**src/rtl/mc_ctrl_pkg.sv**
```systemverilog
// mc_ctrl_pkg: opcode/funct constants, state and class enums, select encodings
package mc_ctrl_pkg;
  localparam logic [5:0] OP_RTYPE = 6'h00;
  localparam logic [5:0] OP_J     = 6'h02;
  localparam logic [5:0] OP_JAL   = 6'h03;
  localparam logic [5:0] OP_BEQ   = 6'h04;
  localparam logic [5:0] OP_ADDI  = 6'h08;
  localparam logic [5:0] OP_ADDIU = 6'h09;
  localparam logic [5:0] OP_ORI   = 6'h0D;
  localparam logic [5:0] OP_LUI   = 6'h0F;
  localparam logic [5:0] OP_LW    = 6'h23;
  localparam logic [5:0] OP_SW    = 6'h2B;
  localparam logic [5:0] F_SRAV   = 6'h07;
  localparam logic [5:0] F_JR     = 6'h08;
  localparam logic [5:0] F_ADDU   = 6'h21;
  localparam logic [5:0] F_SUBU   = 6'h23;
  localparam logic [5:0] F_SLT    = 6'h2A;
  localparam logic [1:0] PC_PLUS4 = 2'b00;
  localparam logic [1:0] PC_JUMP  = 2'b01;
  localparam logic [1:0] PC_JR    = 2'b10;
  localparam logic [1:0] RD_RT    = 2'b00;
  localparam logic [1:0] RD_RD    = 2'b01;
  localparam logic [1:0] RD_RA    = 2'b11;
  localparam logic [1:0] M2R_ALU  = 2'b00;
  localparam logic [1:0] M2R_MEM  = 2'b01;
  localparam logic [1:0] M2R_PC   = 2'b10;
  typedef enum logic [2:0] {S_FETCH, S_DECODE, S_EXEC, S_MEM, S_WB, S_HALT} state_e;
  typedef enum logic [2:0] {C_ALU, C_ADDI, C_LW, C_SW, C_BEQ, C_J, C_JAL, C_JR} iclass_e;
  typedef struct packed {
    logic [1:0] reg_dst;
    logic       alu_src;
    logic [1:0] mem_to_reg;
    logic [1:0] ext_op;
    logic [1:0] alu_ctr;
    logic [1:0] alu_sel;
    logic       addi_sel;
  } ctrl_t;
  function automatic ctrl_t ctl(logic [1:0] rd, logic src, logic [1:0] m2r, logic [1:0] ext,
                                logic [1:0] alu, logic [1:0] asel, logic addi);
    ctl = '{rd, src, m2r, ext, alu, asel, addi};
  endfunction
endpackage

```
**src/rtl/mc_controller_decode.sv**
```systemverilog
// mc_decode: combinational instruction decode table with class and legality
module mc_decode
  import mc_ctrl_pkg::*;
(
  input  logic [5:0] opcode_i,
  input  logic [5:0] funct_i,
  output ctrl_t      ctrl_o,
  output iclass_e    class_o,
  output logic       legal_o
);
  always_comb begin
    ctrl_o  = '0;
    class_o = C_ALU;
    legal_o = 1'b1;
    case (opcode_i)
      OP_RTYPE: case (funct_i)
        F_ADDU:  ctrl_o = ctl(RD_RD, 1'b0, M2R_ALU, 2'b00, 2'b00, 2'b00, 1'b0);
        F_SUBU:  ctrl_o = ctl(RD_RD, 1'b0, M2R_ALU, 2'b00, 2'b01, 2'b00, 1'b0);
        F_SLT:   ctrl_o = ctl(RD_RD, 1'b0, M2R_ALU, 2'b00, 2'b01, 2'b10, 1'b0);
        F_SRAV:  ctrl_o = ctl(RD_RD, 1'b0, M2R_ALU, 2'b00, 2'b11, 2'b00, 1'b0);
        F_JR:    class_o = C_JR;
        default: legal_o = 1'b0;
      endcase
      OP_ORI:   ctrl_o = ctl(RD_RT, 1'b1, M2R_ALU, 2'b00, 2'b10, 2'b00, 1'b0);
      OP_LUI:   ctrl_o = ctl(RD_RT, 1'b1, M2R_ALU, 2'b10, 2'b10, 2'b00, 1'b0);
      OP_ADDIU: ctrl_o = ctl(RD_RT, 1'b1, M2R_ALU, 2'b01, 2'b00, 2'b00, 1'b0);
      OP_ADDI: begin
        ctrl_o  = ctl(RD_RT, 1'b1, M2R_ALU, 2'b01, 2'b00, 2'b01, 1'b1);
        class_o = C_ADDI;
      end
      OP_LW: begin
        ctrl_o  = ctl(RD_RT, 1'b1, M2R_MEM, 2'b01, 2'b00, 2'b00, 1'b0);
        class_o = C_LW;
      end
      OP_SW: begin
        ctrl_o  = ctl(RD_RT, 1'b1, M2R_ALU, 2'b01, 2'b00, 2'b00, 1'b0);
        class_o = C_SW;
      end
      OP_BEQ: begin
        ctrl_o  = ctl(RD_RT, 1'b0, M2R_ALU, 2'b00, 2'b01, 2'b00, 1'b0);
        class_o = C_BEQ;
      end
      OP_J:     class_o = C_J;
      OP_JAL:   class_o = C_JAL;
      default:  legal_o = 1'b0;
    endcase
  end
endmodule

```
**src/rtl/mc_controller.sv**
```systemverilog
// mc_controller: multi-cycle MIPS-subset control FSM with memory wait/timeout counter
module mc_controller
  import mc_ctrl_pkg::*;
#(
  parameter int MEM_TIMEOUT = 16,
  parameter int CNT_W       = 5
) (
  input  logic       clk,
  input  logic       rst,
  input  logic [5:0] opcode,
  input  logic [5:0] funct,
  input  logic       zero,
  input  logic       ovf,
  input  logic       mem_rdy,
  output logic       mem_req,
  output logic       PCWr,
  output logic       IRWr,
  output logic       RegWrite,
  output logic       MemWrite,
  output logic [1:0] RegDst,
  output logic       ALUSrc,
  output logic [1:0] MemtoReg,
  output logic       nPC_sel,
  output logic [1:0] Ext_Op,
  output logic [1:0] ALUctr,
  output logic [1:0] pc_sel,
  output logic [1:0] alu_sel,
  output logic       addi_sel,
  output logic       illegal,
  output logic       timeout,
  output logic [2:0] state
);
  state_e             state_q, state_d;
  logic [CNT_W-1:0]   cnt_q, cnt_d;
  logic               illegal_q, illegal_d, timeout_q, timeout_d;
  ctrl_t              dec;
  iclass_e            cls;
  logic               legal, wait_hit;
  mc_decode u_dec (
    .opcode_i(opcode),
    .funct_i (funct),
    .ctrl_o  (dec),
    .class_o (cls),
    .legal_o (legal)
  );
  assign wait_hit = !mem_rdy && (cnt_q == CNT_W'(MEM_TIMEOUT - 1));
  assign state    = rst ? 3'd0 : state_q;
  assign illegal  = illegal_q & ~rst;
  assign timeout  = timeout_q & ~rst;
  always_comb begin
    state_d   = state_q;
    cnt_d     = '0;
    illegal_d = illegal_q;
    timeout_d = timeout_q;
    {mem_req, PCWr, IRWr, RegWrite, MemWrite, nPC_sel, pc_sel} = '0;
    {RegDst, ALUSrc, MemtoReg, Ext_Op, ALUctr, alu_sel, addi_sel} =
      (state_q inside {S_DECODE, S_EXEC, S_MEM, S_WB}) ? dec : '0;
    case (state_q)
      S_FETCH: begin
        mem_req = 1'b1;
        if (mem_rdy) begin
          IRWr    = 1'b1;
          PCWr    = 1'b1;
          pc_sel  = PC_PLUS4;
          state_d = S_DECODE;
        end else if (wait_hit) begin
          timeout_d = 1'b1;
          state_d   = S_HALT;
        end else cnt_d = cnt_q + CNT_W'(1);
      end
      S_DECODE: begin
        state_d = S_EXEC;
        if (!legal) begin
          illegal_d = 1'b1;
          state_d   = S_HALT;
        end else if (cls inside {C_J, C_JAL, C_JR}) begin
          PCWr    = 1'b1;
          pc_sel  = (cls == C_JR) ? PC_JR : PC_JUMP;
          state_d = S_FETCH;
          if (cls == C_JAL) begin
            RegWrite = 1'b1;
            RegDst   = RD_RA;
            MemtoReg = M2R_PC;
          end
        end
      end
      S_EXEC: begin
        nPC_sel = (cls == C_BEQ);
        PCWr    = (cls == C_BEQ) & zero;
        state_d = (cls == C_BEQ) ? S_FETCH : (cls inside {C_LW, C_SW}) ? S_MEM : S_WB;
      end
      S_MEM: begin
        mem_req  = 1'b1;
        MemWrite = (cls == C_SW);
        if (mem_rdy) state_d = (cls == C_SW) ? S_FETCH : S_WB;
        else if (wait_hit) begin
          timeout_d = 1'b1;
          state_d   = S_HALT;
        end else cnt_d = cnt_q + CNT_W'(1);
      end
      S_WB: begin
        RegWrite = (cls == C_ADDI) ? ~ovf : 1'b1;
        state_d  = S_FETCH;
      end
      S_HALT: state_d = S_HALT;
      default: state_d = S_FETCH;
    endcase
    if (rst) begin
      {mem_req, PCWr, IRWr, RegWrite, MemWrite, nPC_sel, pc_sel} = '0;
      {RegDst, ALUSrc, MemtoReg, Ext_Op, ALUctr, alu_sel, addi_sel} = '0;
    end
  end
  always_ff @(posedge clk) begin
    if (rst) begin
      state_q   <= S_FETCH;
      cnt_q     <= '0;
      illegal_q <= 1'b0;
      timeout_q <= 1'b0;
    end else begin
      state_q   <= state_d;
      cnt_q     <= cnt_d;
      illegal_q <= illegal_d;
      timeout_q <= timeout_d;
    end
  end
endmodule

```
**config.mk**
```make
export PLATFORM = sky130hd
export DESIGN_NAME = mc_controller
export DESIGN_NICKNAME = d
export VERILOG_FILES = /design/src/rtl/mc_ctrl_pkg.sv /design/src/rtl/mc_controller_decode.sv /design/src/rtl/mc_controller.sv
export SDC_FILE = /design/constraint.sdc
export NUM_CORES = 1
export LEC_CHECK = 0
export BUFFER_PORTS_ARGS = -buffer_cell sky130_fd_sc_hd__buf_4
export CAP_MARGIN = 20
export CORE_UTILIZATION = 52
export DETAILED_ROUTE_END_ITERATION = 10
export PLACE_DENSITY = 0.83
export SLEW_MARGIN = 20
export SYNTH_ARGS = -nofsm -noshare
export SYNTH_HDL_FRONTEND = slang
export SYNTH_SLANG_ARGS = --single-unit
```
**constraint.sdc**
```tcl
create_clock -name clk -period 3.67 [get_ports clk]
set_input_delay 0.734 -clock clk [delete_from_list [all_inputs] [get_ports clk]]
set_output_delay 0.734 -clock clk [all_outputs]
set_load 0.03 [all_outputs]
```
# ---- Word-level counts from Yosys, hierarchy flattened
# Cells that the tools add are included.
dict set report classes {
  n_addsub 1
  mul 0
  n_div 0
  order_cmp 0
  eq_ne 27
  n_shift 0
  n_mux 56
  bitwise_logic 8
  n_reduce_logical 14
}
# operator n
set op_table {}
lappend op_table {{12-bit case mux with 7 select lines} 1}
lappend op_table {{11-bit case mux with 4 select lines} 1}
lappend op_table {{2-bit 2-to-1 mux} 19}
lappend op_table {{6-bit by 4-bit equality test with 1-bit output (second input constant)} 5}
lappend op_table {{6-bit equality test (second input constant)} 5}
lappend op_table {{3-bit 2-to-1 mux} 9}
lappend op_table {{3-bit case mux with 7 select lines} 1}
lappend op_table {{1-bit 2-to-1 mux} 20}
lappend op_table {{3-bit equality test (second input constant)} 6}
lappend op_table {{3-bit case mux with 5 select lines} 1}
lappend op_table {{3-bit by 2-bit equality test with 1-bit output (second input constant)} 4}
lappend op_table {{6-bit by 2-bit equality test with 1-bit output (second input constant)} 2}
lappend op_table {{6-bit by 3-bit equality test with 1-bit output (second input constant)} 2}
lappend op_table {{12-bit 2-to-1 mux} 1}
lappend op_table {{9-bit OR reduction} 1}
lappend op_table {{3-bit by 1-bit equality test with 1-bit output (second input constant)} 2}
lappend op_table {{6-bit zero test} 1}
lappend op_table {{5-bit by 1-bit adder with 5-bit output (second input constant)} 1}
lappend op_table {{5-bit by 4-bit equality test with 1-bit output (second input constant)} 1}
lappend op_table {{1-bit inverter} 5}
lappend op_table {{5-bit OR reduction} 1}
lappend op_table {{1-bit case mux with 2 select lines} 2}
lappend op_table {{4-bit nonzero test} 1}
lappend op_table {{2-bit OR reduction} 2}
lappend op_table {{10 further kinds} 12}
dict set report word_totals {
  regBits 10
  latch_bits 0
  mem_bits_rw 0
  romBits 0
  in_bits 17
  output_inout_bits 25
  elab_cells 110
  mem_count 0
}

# ---- Longest topological paths before layout
dict set report depth {
  word_depth 9
  ltp_mapped 8
  ltp_nobuf 8
}

# ---- Hierarchy
# From an unflattened synthesis, not the netlist that was laid out.
dict set report unflattened {
  cells_unflattened 173
  area_unflattened_um2 1214.9
}
# module n_inst cells_per_inst area_each_um2 seq_area_each_um2
set modules_own_cells {}
lappend modules_own_cells {mc_controller 1 104 804.5 200.2}
lappend modules_own_cells {mc_decode 1 69 410.4 0.0}

# ---- Worst setup path after synthesis
# No wires, ideal clock.
dict set report synth_path {
  kind {in2out}
  from {in opcode[1]}
  to {out PCWr}
  arrival_time_ps 2887
  required_time_ps 2936
  path_slack_ps 49
  stages 4
  path_cell_list {or4_4 -> nor2_1 -> nor4b_1 -> a22o_2}
}
dict set report synth_between {
  elab_chain_cells 8
  word_cells_on_any_way 23
  cone_classes {eq/ne (13); mux (6); bitwise (1); reduce/logical (3)}
}
# item line_no
set synth_rtl {}
lappend synth_rtl {{start: declaration} mc_controller.sv:10} ;# input logic [5:0] opcode,
lappend synth_rtl {{6-bit by 2-bit equality test with 1-bit output (tied with other cells)} mc_controller_decode.sv:15} ;# case (opcode_i)
lappend synth_rtl {{3-bit case mux with 7 select lines} mc_controller_decode.sv:15}
lappend synth_rtl {{3-bit equality test} mc_controller.sv:76} ;# end else if (cls inside {C_J, C_JAL, C_JR}) begin
lappend synth_rtl {{3-bit nonzero test} mc_controller.sv:76}
lappend synth_rtl {{1-bit 2-to-1 mux} mc_controller.sv:76}
lappend synth_rtl {{1-bit 2-to-1 mux} mc_controller.sv:73} ;# if (!legal) begin
lappend synth_rtl {{1-bit case mux with 3 select lines (*)} mc_controller.sv:58} ;# case (state_q)
lappend synth_rtl {{1-bit 2-to-1 mux (*)} mc_controller.sv:108} ;# if (rst) begin
lappend synth_rtl {{end: declaration} mc_controller.sv:16} ;# output logic PCWr,
# Mark *: on every way between the ends. The rest lies on a longest branch, timed or not.

# ---- Final worst setup path
dict set report layout_path {
  from {in opcode[1]}
  to {out RegWrite}
}
dict set report layout_between {
  elab_chain_cells 8
  word_cells_on_any_way 24
  cone_classes {eq/ne (13); mux (8); reduce/logical (3)}
}
# item line_no
set layout_rtl {}
lappend layout_rtl {{6-bit by 2-bit equality test with 1-bit output (tied with other cells)} mc_controller_decode.sv:15}
lappend layout_rtl {{3-bit case mux with 7 select lines} mc_controller_decode.sv:15}
lappend layout_rtl {{3-bit equality test (on tied branches)} {mc_controller.sv:76, mc_controller.sv:80}}
lappend layout_rtl {{3-bit nonzero test / 1-bit 2-to-1 mux (equally long branches)} {mc_controller.sv:76, mc_controller.sv:80}}
lappend layout_rtl {{1-bit 2-to-1 mux} mc_controller.sv:76}
lappend layout_rtl {{1-bit 2-to-1 mux} mc_controller.sv:73}
lappend layout_rtl {{1-bit case mux with 2 select lines (*)} mc_controller.sv:58}
lappend layout_rtl {{1-bit 2-to-1 mux (*)} mc_controller.sv:108}
lappend layout_rtl {{end: declaration} mc_controller.sv:18} ;# output logic RegWrite,
# Marks and branches as above.

==> flow_summary.toml <==
[timing]
min_period_ns = 3.15
rsz0062_at_grt = "false"
final_min_period_over_clock_period_pct = 85.8
clock.fmax_ghz = 0.317
setup_tns_ns = 0
finalClockSkew_ns = 0.0138
drv_slew = 0
hold_viol_final = 0
setup_viol_count_final = 0
tightest_slew_ns = 0.508
max_slew_margin_pct = 65.7

[pwr]
p_sw_share_pct = 35.4
p_leak_nw = 0.609
power_mw = 0.342
power_density_nw_per_um2 = 245
internal_power_mw = 0.221
p_switching_mw = 0.121
p_seq_share_pct = 35.8
clkPwrFrac_pct = 29.9
max-vdd-ir-drop_v = 0.000285
pwr-share-comb_pct = 34.3

[place]
dp_hpwl_mm = 2.41
portBuffers = 41
place_area_um2 = 1360
gp_congestion = 0.844

[worst_setup_path]
worstPathCellList = "buf_4 -> or4_4 -> or4_4 -> nand3_1 -> a31o_2 -> buf_4"
r2r_cells = 8
cp_slowest_stage_delay_ns = 0.57
worstPathArrival_ns = 2.42
path_buf_inv = 2
critical_path_class = "in2out"
r2r-start = "cnt_q[0]"
rr_endpoint = "state_q[2]"
path_delay_family = "simple AND/OR/NAND/NOR gates"
cp-start-kind = "input port"
worstPathRequired_ns = 2.94
end_kind = "primary output"
path_max_fanout = 12
slowest_stage = "or4_4"
reg2reg_slack_ns = 1.51

[logic_synthesis]
postSynthCellCount = 154
synth_async_sr_flop_share_pct = 0
yosysSeqAreaShare_pct = 18.2
syn_nets = 173
yosysTopAreaCellShare_pct = 18.2
synth-seq-cells = 10
synth_ff_type = "dfxtp_1"
synth_top_cell_by_area = "dfxtp_1"
yosys_warnings = 0
synth_edf_count = 0
synth_area_leaders = "dfxtp_1 (18%), nor2_1 (9.9%), o21ai_0 (4.6%), inv_1 (3.4%), nor2b_1 (3.4%)"
syn_area_per_cell_um2 = 7.13
ys_types = 51
synth_area_um2 = 1100

[floorplan]
fp-row-count = 16
dieArea_um2 = 2300
die_h_um = 48.0
die_x_um = 48.0
io_pins = 42
fp.coreArea_um2 = 1980
floorplan.initialDensity_pct = 55.4

[worst_hold_path]
hp-start = "cnt_q[0]"
holdPathEnd = "cnt_q[0]"
holdPathStages = 1
hp-class = "reg2reg"

[global_route]
antenna_found_initial = 0
grt_pass1_vias = 1000
grt_overflow_total = 0
grt_max_degree = 15
grt_usage_pct = 29.0
grt_pass1_wl_mm = 4.69

[clock_tree]
worstSkewPairLatency_ns = 0.28
cts_made_buffers = 3
cts_tree = "yes"
cts-htree-levels = 1
clockBufferDepth = 2
hold_buffers = 0
clock_sinks = 10
root_buffer = "clkbuf_4"
clkSlewWorstSetupHoldPaths_ns = 0.06
postCtsSetupBuffers = 0
cts_resized = 0

[detailed_routing]
wire_per_inst_um = 14.4
routed_wl_mm = 3.10
viasPerCell = 5.98
detail-route-antenna-nets = 0
vias = 1292
initialDrtViolationCount = 50
drc = 0
first_pass_iters = 5

[final_layout]
fin_nets = 209
drive_gt1_share_pct = 30.2
areaGrowthSynthToFinish_pct = 27.0
antenna_cells = 0
fin_area_um2 = 1400
final_cell_mix = "buf_4 (41), nor2_1 (29), inv_1 (10), o21ai_0 (10), dfxtp_1 (10)"
final_common_cell = "buf_4"
nFillCells = 179

[job]
cap_violations = 0

[status]
run_status = "complete, no violations"
## power groups by stage
stage | clock network [mW] | registers (mW) | logic, mW
final | 0.102 | 0.123 | 0.117
after global routing | 0.111 | 0.123 | 0.128
after CTS | 0.104 | 0.122 | 0.116
after detailed placement | 0 | 0.125 | 0.116
after global placement | 0 | 0.124 | 0.113
after floorplan | 0 | 0.118 | 0.0831
## state kept, by name, indices dropped and copies added, names as in the netlist
register / count
timeout_q: 1
illegal_q: 1
state_q: 3
cnt_q: 5
## cells in the mapped netlist (3+ instances only)
library cell / number
nor2_1: 29
dfxtp_1: 10
inv_1: 10
o21ai_0: 10
nand2_1: 8
nand3_1: 6
nor2b_1: 6
nor4_1: 5
a21oi_1: 4
clkbuf_1: 3
nand2b_1: 3
nand3b_1: 3
nand4_1: 3
or3_1: 3
or4_4: 3
## per-stage QoR
stage          std cells  setup WS, ns  utilization, %  hold slack, ns
6_report             216         0.520            70.4           0.461
5_1_grt              216         0.440            70.4           0.494
4_1_cts              216         0.523            70.4           0.471
3_5_place_dp         212         0.527            68.6           0.457
3_3_place_gp         212         0.548            68.6           0.427
2_1_floorplan        154        0.0488               -           0.418
## worst max-delay path by stage
| stage | from | end | slack [ns] | cells after the start |
|---|---|---|---|---|
| after floorplan | opcode[1] | PCWr | 0.05 | 4 |
| after global placement | opcode[1] | RegWrite | 0.55 | 6 |
| after detailed placement | opcode[1] | RegWrite | 0.53 | 6 |
| after CTS | opcode[1] | RegWrite | 0.52 | 6 |
| after global routing | funct[3] | pc_sel[1] | 0.44 | 7 |
| final | opcode[1] | RegWrite | 0.52 | 6 |
## cell families after synthesis
kind of cell               share of synthesized area [%]
AOI/OAI and AO/OA                                   21.4
buffers and inverters                               10.8
and+or+nand+nor                                     44.0
muxes                                              0.911
xor gates and xnor gates                            2.39
adders and majority gates                           2.28
DFF                                                 18.2
## routing by layer
metal  GRT usage [%]  routed length, µm  vias up
met1            43.7               1420      597
met4            1.67                  0        0
li1                -                  -      634
met2            42.4               1470       61
met3            8.30                211        0
met5               0                  0        -
## final cells by class
type | instances | area [µm²] | share of cell area (%)
Inverter | 10 | 37.5 | 2.69
Multi-Input combinational cell | 124 | 779 | 55.9
Timing Repair Buffer | 41 | 308 | 22.1
Tap cell | 27 | 33.8 | 2.42
Sequential cell | 10 | 200 | 14.3
Clock buffer | 4 | 36.3 | 2.60
(Power assumes the default switching activity.)
